### config.mk
export PLATFORM = sky130hd
export DESIGN_NAME = irq_controller
export DESIGN_NICKNAME = d
export VERILOG_FILES = /design/src/rtl/irq_controller.sv
export SDC_FILE = /design/constraint.sdc
export NUM_CORES = 1
export LEC_CHECK = 0
export CAP_MARGIN = 20
export CORE_MARGIN = 2
export CORE_UTILIZATION = 34
export DETAILED_ROUTE_END_ITERATION = 8
export GPL_TIMING_DRIVEN = 1
export PLACE_DENSITY = 0.76
export SLEW_MARGIN = 20
export SYNTH_ARGS = -nofsm -noshare
export SYNTH_HDL_FRONTEND = slang
export SYNTH_SLANG_ARGS = --single-unit
### constraint.sdc
create_clock -name clk -period 1.28 [get_ports clk]
set_input_delay 0.128 -clock clk [delete_from_list [all_inputs] [get_ports clk]]
set_output_delay 0.128 -clock clk [all_outputs]
set_load 0.02 [all_outputs]
### src/rtl/irq_controller.sv
// Interrupt controller/sequencer: latches request edges, picks the lowest-index
// eligible line and runs a PUSH -> JUMP -> SERVICE redirect at an instruction boundary.
module irq_controller #(
  parameter int unsigned         NUM_IRQ    = 4,
  parameter int unsigned         WIDTH      = 16,
  parameter logic [WIDTH-1:0]    VEC_BASE   = 'h0008,
  parameter int unsigned         VEC_STRIDE = 4
) (
  input  logic               clk,
  input  logic               rst,
  input  logic [NUM_IRQ-1:0] irq,
  input  logic [NUM_IRQ-1:0] irq_mask,
  input  logic               ien,
  input  logic               boundary,
  input  logic               stack_full,
  input  logic [WIDTH-1:0]   pc,
  input  logic               reti,
  output logic               hold,
  output logic               stack_push,
  output logic               jmp_en,
  output logic [WIDTH-1:0]   jmp_addr,
  output logic [NUM_IRQ-1:0] irq_ack,
  output logic               active,
  output logic [NUM_IRQ-1:0] pending,
  output logic               lost
);

  localparam int unsigned IW = (NUM_IRQ > 1) ? $clog2(NUM_IRQ) : 1;

  typedef enum logic [1:0] {
    S_IDLE,
    S_PUSH,
    S_JUMP,
    S_SERVICE
  } state_t;

  state_t             r_state;
  logic [NUM_IRQ-1:0] r_prev;
  logic [NUM_IRQ-1:0] r_pending;
  logic               r_lost;
  logic [IW-1:0]      r_idx;
  logic               r_hold;
  logic               r_push;
  logic               r_jmp_en;
  logic [WIDTH-1:0]   r_jmp_addr;
  logic [NUM_IRQ-1:0] r_ack;
  logic               r_active;

  logic [NUM_IRQ-1:0] w_rise;
  logic [NUM_IRQ-1:0] w_elig;
  logic [NUM_IRQ-1:0] w_onehot;
  logic [NUM_IRQ-1:0] w_clr;
  logic [IW-1:0]      w_win;
  logic [WIDTH-1:0]   w_vec;
  logic               w_unused_pc;

  // pc is captured by the return stack itself; nothing here consumes it.
  assign w_unused_pc = ^pc;

  assign w_rise   = irq & ~r_prev;
  assign w_elig   = ien ? (r_pending & ~irq_mask) : '0;
  assign w_onehot = NUM_IRQ'(1) << r_idx;
  assign w_vec    = VEC_BASE + WIDTH'(VEC_STRIDE * 32'(r_idx));
  // Clear lands on the edge entering JUMP so pending already reads 0 there.
  assign w_clr    = (r_state == S_PUSH) ? w_onehot : '0;

  always_comb begin
    w_win = '0;
    for (int unsigned i = NUM_IRQ; i > 0; i--) begin
      if (w_elig[i-1]) w_win = IW'(i - 1);
    end
  end

  always_ff @(posedge clk) begin
    if (rst) begin
      r_state    <= S_IDLE;
      r_prev     <= irq;
      r_pending  <= '0;
      r_lost     <= 1'b0;
      r_idx      <= '0;
      r_hold     <= 1'b0;
      r_push     <= 1'b0;
      r_jmp_en   <= 1'b0;
      r_jmp_addr <= '0;
      r_ack      <= '0;
      r_active   <= 1'b0;
    end else begin
      r_prev    <= irq;
      r_pending <= (r_pending & ~w_clr) | w_rise;
      // An edge on the line being cleared re-arms it rather than counting as lost.
      if (|(w_rise & r_pending & ~w_clr)) r_lost <= 1'b1;
      r_hold     <= 1'b0;
      r_push     <= 1'b0;
      r_jmp_en   <= 1'b0;
      r_jmp_addr <= '0;
      r_ack      <= '0;
      case (r_state)
        S_IDLE: begin
          if ((|w_elig) && boundary && !stack_full) begin
            r_state <= S_PUSH;
            r_idx   <= w_win;
            r_hold  <= 1'b1;
            r_push  <= 1'b1;
          end
        end
        S_PUSH: begin
          r_state    <= S_JUMP;
          r_jmp_en   <= 1'b1;
          r_jmp_addr <= w_vec;
          r_ack      <= w_onehot;
        end
        S_JUMP: begin
          r_state  <= S_SERVICE;
          r_active <= 1'b1;
        end
        S_SERVICE: begin
          if (reti) begin
            r_state  <= S_IDLE;
            r_active <= 1'b0;
          end
        end
        default: r_state <= S_IDLE;
      endcase
    end
  end

  assign hold       = r_hold;
  assign stack_push = r_push;
  assign jmp_en     = r_jmp_en;
  assign jmp_addr   = r_jmp_addr;
  assign irq_ack    = r_ack;
  assign active     = r_active;
  assign pending    = r_pending;
  assign lost       = r_lost;

endmodule

## Word-level counts from Yosys, hierarchy flattened

Index checks and enable logic that the tools add are counted.

| word-level totals | value |
|---|---|
| input port bits | 30 |
| flip-flop bits (word level) | 36 |
| word-level logic and storage cells | 53 |

| operators by class | value |
|---|---|
| eq/ne operators | 5 |
| bitwise gates (word level) | 11 |
| reduce and logical (&&, ||, !) cells | 12 |
| muxes and demuxes | 13 |
| add/sub/neg operators | 1 |
| shift operators | 1 |

Operator list:

| cell | count |
|---|---|
| 4-bit bitwise AND | 5 |
| 2-bit 2-to-1 mux | 6 |
| 4-bit NOT | 3 |
| 4-bit 2-to-1 mux | 2 |
| 2-bit case mux with 4 select lines | 1 |
| 4-bit OR reduction | 2 |
| 2-bit AND reduction | 3 |
| 4-bit by 4-bit adder with 5-bit output, first input constant | 1 |
| 2-bit == test, second input constant | 2 |
| 2-bit != test, second input constant | 2 |
| 4-bit OR | 1 |
| 2-bit OR reduction | 2 |
| 1-bit by 2-bit left shift with 4-bit output, first input constant | 1 |
| 1-bit 2-to-1 mux | 3 |
| 2-bit by 1-bit == test with 1-bit output, second input constant | 1 |
| 1-bit logical AND | 2 |
| 2-bit logical NOT | 1 |
| 1-bit NOT | 2 |
| 1-bit case mux with 2 select lines | 1 |
| 2-bit nonzero test | 1 |
| 1-bit logical NOT | 1 |

## Depth between registers and ports, before layout

Gate-level depths: netlist of the first run.

| logic depth | value |
|---|---|
| word-level depth | 8 |
| mapped depth | 6 |
| depth with buffers taken out | 6 |

## Worst setup path after synthesis of the first run

Ideal clock, no wire load.

| path | value |
|---|---|
| path type | register to register |
| start point | register r_state[0] |
| end point | register r_idx[0] |
| cell stages (with the launch flop) | 6 |
| library setup time | 0.071 ns |
| clock period less this slack | 1.326 ns |
| arrival time | 1.255 ns |
| path buffers | 0 |
| slack | -0.046 ns |
| cell sequence | dfxtp_1 > inv_1 > ha_1 > nand4b_2 > a2111o_1 > a21oi_1 |

| between the ends | value |
|---|---|
| cells in the longest elaborated chain, start to end | 2 |

RTL lines:

| what | RTL line | source |
|---|---|---|
| start: declaration | 37 | `state_t r_state;` |
| start signal: assignment | 76 | `r_state <= S_IDLE;` |
| start signal: assignment | 100 | `r_state <= S_PUSH;` |
| start signal: assignment | 107 | `r_state <= S_JUMP;` |
| 2-bit logical NOT | 97 | `case (r_state)` |
| 2-bit AND reduction (no source line) | n/a |  |
| end signal: assignment | 101 | `r_idx <= w_win;` |
| end: declaration | 41 | `logic [IW-1:0] r_idx;` |

Every way passes these cells.
A chain may end at the register's enable or synchronous reset.

## Worst setup path in the final report of the first run

| path | value |
|---|---|
| start point | register r_state[0] |
| end point | register r_lost, in the netlist lost |

| between the ends | value |
|---|---|
| cells in the longest elaborated chain, start to end | 5 |

RTL lines:

| what | RTL line | source |
|---|---|---|
| 2-bit by 1-bit == test with 1-bit output | 65 | `assign w_clr = (r_state == S_PUSH) ? w_onehot : '0;` |
| 4-bit 2-to-1 mux | n/a |  |
| 4-bit NOT | 91 | `if (\|(w_rise & r_pending & ~w_clr)) r_lost <= 1'b1;` |
| 4-bit bitwise AND | 91 |  |
| 4-bit OR reduction | 91 |  |
| end signal: assignment | 79 | `r_lost <= 1'b0;` |
| end signal: assignment | 91 |  |
| end: declaration | 40 | `logic r_lost;` |

Every way passes these cells.

==> results of run 1 <==
-- cells in the mapped netlist --
cell type	count
a2111o_1	1
a21oi_1	8
a221oi_4	1
and2_1	3
and3_1	1
and4_4	1
buf_4	14
clkbuf_1	1
conb_1	1
dfxtp_1	23
ha_1	5
inv_1	5
mux2i_1	2
nand2_1	4
nand2b_1	10
nand2b_4	3
nand4b_2	1
nor2_1	3
nor2b_1	3
nor3_1	3
o21a_1	1
o21ai_0	5
o21ba_2	1
o21bai_1	1
o221ai_1	1
o22ai_1	1
-- per-layer routing --
layer | wire length (um) | vias to the layer above | track usage, %
met5 | 0 | - | 0
met4 | 34 | 0 | 7.47
met3 | 134 | 4 | 3.06
met2 | 1220 | 30 | 27.5
met1 | 927 | 399 | 16.6
li1 | - | 402 | -
-- report_power, final --
group | total, mW | internal [mW] | leakage [nW] | switching (mW)
registers | 0.770 | 0.746 | 0.191 | 0.0238
logic | 0.314 | 0.155 | 0.477 | 0.159
clock network | 0.340 | 0.117 | 0.0177 | 0.223
-- how the worst max path moves through the flow --
stage / startpoint / end / slack, ns / depth (start not counted)
6_report: r_state[0] / lost / -0.07 / 6
5_1_grt: r_state[0] / lost / -0.10 / 6
3_3_place_gp: irq_mask[3] / r_idx[0] / -0.14 / 5
4_1_cts: r_state[0] / lost / -0.03 / 6
2_1_floorplan: r_state[0] / r_idx[0] / -0.01 / 5
3_5_place_dp: irq_mask[2] / r_state[0] / -0.21 / 5
-- state kept, by name (all words and copies together) (netlist names) --
name,flops
active,1
r_idx,2
stack_push,1
jmp_addr,3
r_state,2
pending,4
r_prev,4
lost,1
irq_ack,4
jmp_en,1
-- area by class of cell --
cell class	count	share of cell area, %
clock inverters	1	0.328
clock buffers	3	1.48
inverters	5	1.56
repair buffers	42	25.7
multi-input cells	72	37.4
well taps	31	2.55
flip-flops and latches	23	31.0
-- logic make-up (layout without fill, tap and decap cells) --
| logic type | count (synthesis) | in the layout |
|---|---|---|
| buf+inv | 20 | 51 |
| fa+ha+maj | 5 | 5 |
| simple gates | 32 | 32 |
| other cells | 1 | 13 |
| flops | 23 | 23 |
| compound gates | 20 | 20 |
| mux | 2 | 2 |
-- worst max-delay path, stage by stage, from the launching register on --
cell and delay (ns):
dfxtp_4 0.41, buf_12 0.11, ha_4 0.15, nand2_2 0.09
o21ai_2 0.18, o221ai_2 0.11, o21ba_2 0.21
-- repair_timing --
item,4_1_cts,5_1_grt
pin swaps,4,3
resized for setup,39,7
setup endpoints to repair,23,7
endpoints found under the hold margin,0,0
cloned,0,0
buffers inserted,2,0
==> summary.txt, run 1 <==
Status
  • Status: finished with violations
  • Failing checks: negative setup slack

Setup path
  • Flop2flop setup slack: -0.07 ns
  • Reg2Reg Depth: 6
  • Crit-path max FO: 3
  • Reg2Reg Launch Point: r_state[0]
  • Element type at the critical path end: register
  • CP startpoint kind: register
  • Required time worst endpoint: ~1.5 ns
  • Crit path DAT: about 1.6 ns
  • RR Endpoint: lost
  • Crit Path Category: register to register

Synthesis
  • Synth Area in XOR/XNOR: 0%
  • Synth Area in Simple Gates: 20.8%
  • Mapped cell area: 0.00103 sq mm
  • Post-synthesis mux area share: under 10%
  • Main area contributors after synthesis: dfxtp_1 45%, buf_4 10%, ha_1 6.1%
  • Synth Area in Compound Gates: 13.8%
  • Yosys warns: 0
  • Synth top area share: 44.6%
  • Sequential cell area fraction in the yosys report: 44.6%
  • Synth Register Bits: 23
  • Largest family of logic cells by synthesized area: simple AND/OR/NAND/NOR gates
  • Netlist cell types: 26
  • Cells after Synth: 103
  • Post-synth top area cell: dfxtp_1
  • Syn_area_per_cell: roughly 10 sq um
  • Post-Synth Adder-Cell Area: 6.06%

Layout
  • Commonest non-fill, non-tap cell in the layout: dfxtp_1
  • Post-Layout Cell Count: 177
  • Share of post-route cells with drive strength above 1: between 20% and 30%
  • Fillcell total: 250
  • Final core occ: 53.9%
  • Syn-to-layout area delta: 47.6%
  • Storage element area: 473 sq um
  • Fin nets: 182
  • Finished Cell Area: 0.00152 sq mm
  • Multi-input gate area: 569 sq um
  • # diodes: 0
  • Commonest cells after routing, fill and taps aside: 17 x dfxtp_1, 16 x dlygate4sd2_1, 13 x conb_1, 13 x clkdlybuf4s50_1

Timing
  • Setup ws final: -0.0659 ns
  • Clock skew: between 0.002 and 0.003 ns
  • Final hold violation count: 0
  • RSZ-0062 raised after global routing: yes
  • Tmin final: 1.35 ns
  • Pins Over Slew Limit: 0
  • Final setup viols: 3
  • Setup total negative slack: -0.0969 ns
  • Fmax: 743 MHz
  • Final hold slack: 0.275 ns
  • Fin crit share: 105%

Placed design
  • GPL Wtd Cong: roughly 0.80
  • Port bufs: 29
  • Cell Area, Placed: 0.00138 sq mm
  • Pre-CTS WS: -0.214 ns
  • Placed Cells: 171
  • DP Wirelength: 1.70 mm

Floorplan
  • Core area: 0.00283 sq mm
  • Initial Util: 36.5%
  • Chip width: 59.1 um
  • Ports: 59
  • Die Ht: just under 60 um
  • Die area: 0.00349 sq mm
  • Num rows: 19

Clock tree
  • Clock tree buffer depth: 2
  • Root buffer cell: clkbuf_4
  • Clock latency on the worst-skew pair: slightly above 0.3 ns
  • Clock-pin slew on the worst setup and hold paths: 0.13 ns
  • CTS Hold Buffers Added: 0
  • H-tree lvl count: 1
  • Clock buffer count from CTS: 3
  • CTS tree: done
  • Clock Sinks: 23

GRT
  • Number of global-route vias before repair: 857
  • Initial antenna violation count: 0
  • Total grt overflow: 0
  • Global-route wire length before repair: 3.91 mm
  • Largest net degree at the start of global routing: 16
  • Gr usage total: 15.1%

Route
  • WL per Instance: roughly 13 um
  • Via-to-Cell Ratio: 4.72
  • Antenna Nets Post-Route: 0
  • Detailed Route WL: 2.32 mm
  • DR iter-0 viols: 14
  • DRC viols: 0
  • DRT Pass-1 Iters: 4
  • Vias: 835

Worst hold path
  • Worst Hold Class: input port to register
  • Hold path startpoint: irq[1]
  • Min-Delay Path Depth: 1
  • Hold endpoint: r_prev[1]

Run
  • Max-cap violations: 0

Power and ir drop
  • PwrDens: ~930 mW/mm^2
  • Peak supply drop: around 0.00034 V
  • Lkg Pwr: approximately 0.69 nW
  • Pwr Total: 1.42 mW
(Power assumes the default switching activity.)
==> run 2, diff against run 1 <==
CORE_ASPECT_RATIO = 0.75   (was unset)
CORE_MARGIN = unset   (was 2)
==> run 2 against run 1 <==
The run now ends clean. Sequential share of layout area down 0.27 points. Wire length fell by 8.8%. Register-to-register slack improved by 0.08 ns. Count of clock-buffer cells in the layout unchanged. Global-route usage fell by 2.2 points. Clock power rose by 27%. Largest cell class unchanged. Largest power group unchanged.
==> summary.txt, run 2 (synthesis gave the netlist of run 1 again) <==
Placed design
  • DP Wirelength: 1.61 mm (was 1.70 mm)
  • GPL Wtd Cong: 0.840 (was 0.800)
  • Placed Cells: 178 (was 171)
  • Cell Area, Placed: 0.00142 sq mm (was 0.00138 sq mm)
  • Port bufs: 29 (unchanged)

Layout
  • Commonest non-fill, non-tap cell in the layout: dfxtp_1 (unchanged)
  • Finished Cell Area: 0.00153 sq mm (was 0.00152 sq mm)
  • Syn-to-layout area delta: 48.1% (was 47.6%)
  • Final core occ: 55.7% (was 53.9%)
  • # diodes: 0 (unchanged)
  • Share of post-route cells with drive strength above 1: 27.4% (was 29.5%)
  • Fin nets: 182 (unchanged)
  • Post-Layout Cell Count: 182 (was 177)
  • Fillcell total: 237 (was 250)
  • Commonest cells after routing, fill and taps aside: 19 x dfxtp_1, 16 x dlygate4sd2_1, 13 x conb_1, 13 x clkdlybuf4s50_1, 11 x buf_4 (was 17 x dfxtp_1, 16 x dlygate4sd2_1, 13 x conb_1, 13 x clkdlybuf4s50_1)

Power and ir drop
  • Comb power frac: 20.0% (was 22.0%)
  • PwrDens: 979 mW/mm^2 (was 934 mW/mm^2)
  • Clock power frac: 28.8% (was 23.9%)
  • Switching Share: 26.1% (was 28.5%)
  • Lkg Pwr: 0.684 nW (was 0.686 nW)
  • Internal power: 1.11 mW (was 1.02 mW)
  • Switching Power: 391 uW (was 406 uW)
  • Seq pwr share: 51.2% (was 54.1%)
  • Peak supply drop: 0.000519 V (was 0.000335 V)
  • Pwr Total: 1.50 mW (was 1.42 mW)

Clock tree
  • Clock Sinks: 23 (unchanged)
  • Root buffer cell: clkbuf_8 (was clkbuf_4)
  • Clock tree buffer depth: 2 (unchanged)
  • CTS Hold Buffers Added: 0 (unchanged)
  • H-tree lvl count: 1 (unchanged)
  • Clock-pin slew on the worst setup and hold paths: 0.07 ns (was 0.13 ns)
  • Post-CTS Setup Inserts: 0 (was 2)
  • CTS tree: done (unchanged)
  • Clock latency on the worst-skew pair: 0.26 ns (was 0.31 ns)
  • Clock buffer count from CTS: 3 (unchanged)

Run
  • Max-cap violations: 0 (unchanged)

Setup path
  • Flop2flop setup slack: 0.01 ns (was -0.07 ns)
  • CP startpoint kind: register (unchanged)
  • Reg2Reg Launch Point: r_state[1] (was r_state[0])
  • Crit-path max FO: 3 (unchanged)
  • Crit Path Category: register to register (unchanged)
  • Crit path DAT: 1.43 ns (was 1.57 ns)
  • RR Endpoint: lost (unchanged)
  • Required time worst endpoint: 1.44 ns (was 1.50 ns)
  • Reg2Reg Depth: 6 (unchanged)
  • Element type at the critical path end: register (unchanged)

Floorplan
  • Die Ht: 49.7 um (was 59.1 um)
  • Die area: 0.00326 sq mm (was 0.00349 sq mm)
  • Num rows: 16 (was 19)
  • Ports: 59 (unchanged)
  • Chip width: 65.6 um (was 59.1 um)
  • Core area: 0.00274 sq mm (was 0.00283 sq mm)
  • Initial Util: 37.6% (was 36.5%)

Route
  • WL per Instance: 11.6 um (was 13.1 um)
  • Antenna Nets Post-Route: 0 (unchanged)
  • DR iter-0 viols: 19 (was 14)
  • Detailed Route WL: 2.11 mm (was 2.32 mm)
  • Vias: 802 (was 835)
  • DRC viols: 0 (unchanged)
  • Via-to-Cell Ratio: 4.41 (was 4.72)
  • DRT Pass-1 Iters: 3 (was 4)

Worst hold path
  • Min-Delay Path Depth: 1 (unchanged)
  • Hold path startpoint: irq[1] (unchanged)
  • Hold endpoint: r_prev[1] (unchanged)
  • Worst Hold Class: input port to register (unchanged)

GRT
  • Initial antenna violation count: 0 (unchanged)
  • Total grt overflow: 0 (unchanged)
  • Largest net degree at the start of global routing: 16 (unchanged)
  • Number of global-route vias before repair: 733 (was 857)
  • Gr usage total: 13.0% (was 15.1%)
  • Global-route wire length before repair: 3.13 mm (was 3.91 mm)

Timing
  • Final setup viols: 0 (was 3)
  • Fin crit share: 98.9% (was 105%)
  • RSZ-0062 raised after global routing: yes (unchanged)
  • Pins Over Slew Limit: 0 (unchanged)
  • Fmax: 790 MHz (was 743 MHz)
  • Final hold violation count: 0 (unchanged)
  • Tmin final: 1.27 ns (was 1.35 ns)
  • Clock skew: 0.000819 ns (was 0.00291 ns)

Status
  • Status: complete, no violations (was finished with violations)
[run 2: cell types whose count changed in the layout (fill, tap and decap cells not counted), moves of 2 or more]
cell and delta:
dfxtp_2 -2, clkbuf_4 -3, clkbuf_8 +3, dfxtp_1 +2
buf_4 +2, buf_6 -2
[run 2: cell type report]
| class | count | area [sq um] | share of cell area (%) |
|---|---|---|---|
| well taps | 36 | 45.0 | 2.95 |
| clock inverters | 1 | 5.00 | 0.327 |
| flip-flops and latches | 23 | 470 | 30.8 |
| clock buffers | 3 | 41.3 | 2.70 |
| repair buffers | 42 | 384 | 25.1 |
| inverters | 5 | 21.3 | 1.39 |
| multi-input cells | 72 | 562 | 36.7 |
[run 2: what timing repair did]
item                       in CTS  in global routing
setup endpoints to repair      21                  7
resized for setup              26                 15
pin swaps                       1                  3
gates cloned                    0                  0
[run 2: power by group through the flow]
stage	combinational (mW)	sequential (mW)	clock [mW]
after floorplan	0.166	0.799	0
after global placement	0.281	0.778	0
after detailed placement	0.288	0.779	0
after CTS	0.285	0.763	0.447
after global routing	0.320	0.769	0.471
final	0.299	0.766	0.432
[run 2: worst max path at each step]
stage | from | endpoint | slack (ns) | cells after the start
2_1_floorplan | r_state[0] | r_idx[0] | -0.01 | 5
6_report | r_state[1] | lost | 0.01 | 6
3_3_place_gp | irq_mask[3] | r_idx[0] | -0.14 | 5
4_1_cts | r_state[1] | lost | -0.05 | 6
5_1_grt | r_state[1] | lost | -0.05 | 6
3_5_place_dp | irq_mask[0] | r_state[0] | -0.18 | 5
[run 2: per-layer routing]
layer  track usage (%)  share of wire, %  routed length, um
met5                 0                 0                  0
met2              23.0                50               1060
met4              4.35               1.2                 25
met3              4.86               5.8                123
met1              14.0                43                903
[run 2: critical path, stage by stage, from the launching register on]
cell	delay, ns
dfxtp_2	0.34
inv_4	0.08
ha_4	0.14
nand2_2	0.10
o21ai_4	0.19
o221ai_2	0.12
o21ba_2	0.21
[run 2: per-stage QoR]
stage,hold slack (ns),setup TNS (ns),setup slack (ns)
5_1_grt,0.346,-0.184,-0.0502
4_1_cts,0.337,-0.0479,-0.0479
6_report,0.345,0,0.0138
3_5_place_dp,0.486,-0.627,-0.183
2_1_floorplan,0.156,-0.0108,-0.0108
3_3_place_gp,0.477,-0.513,-0.144
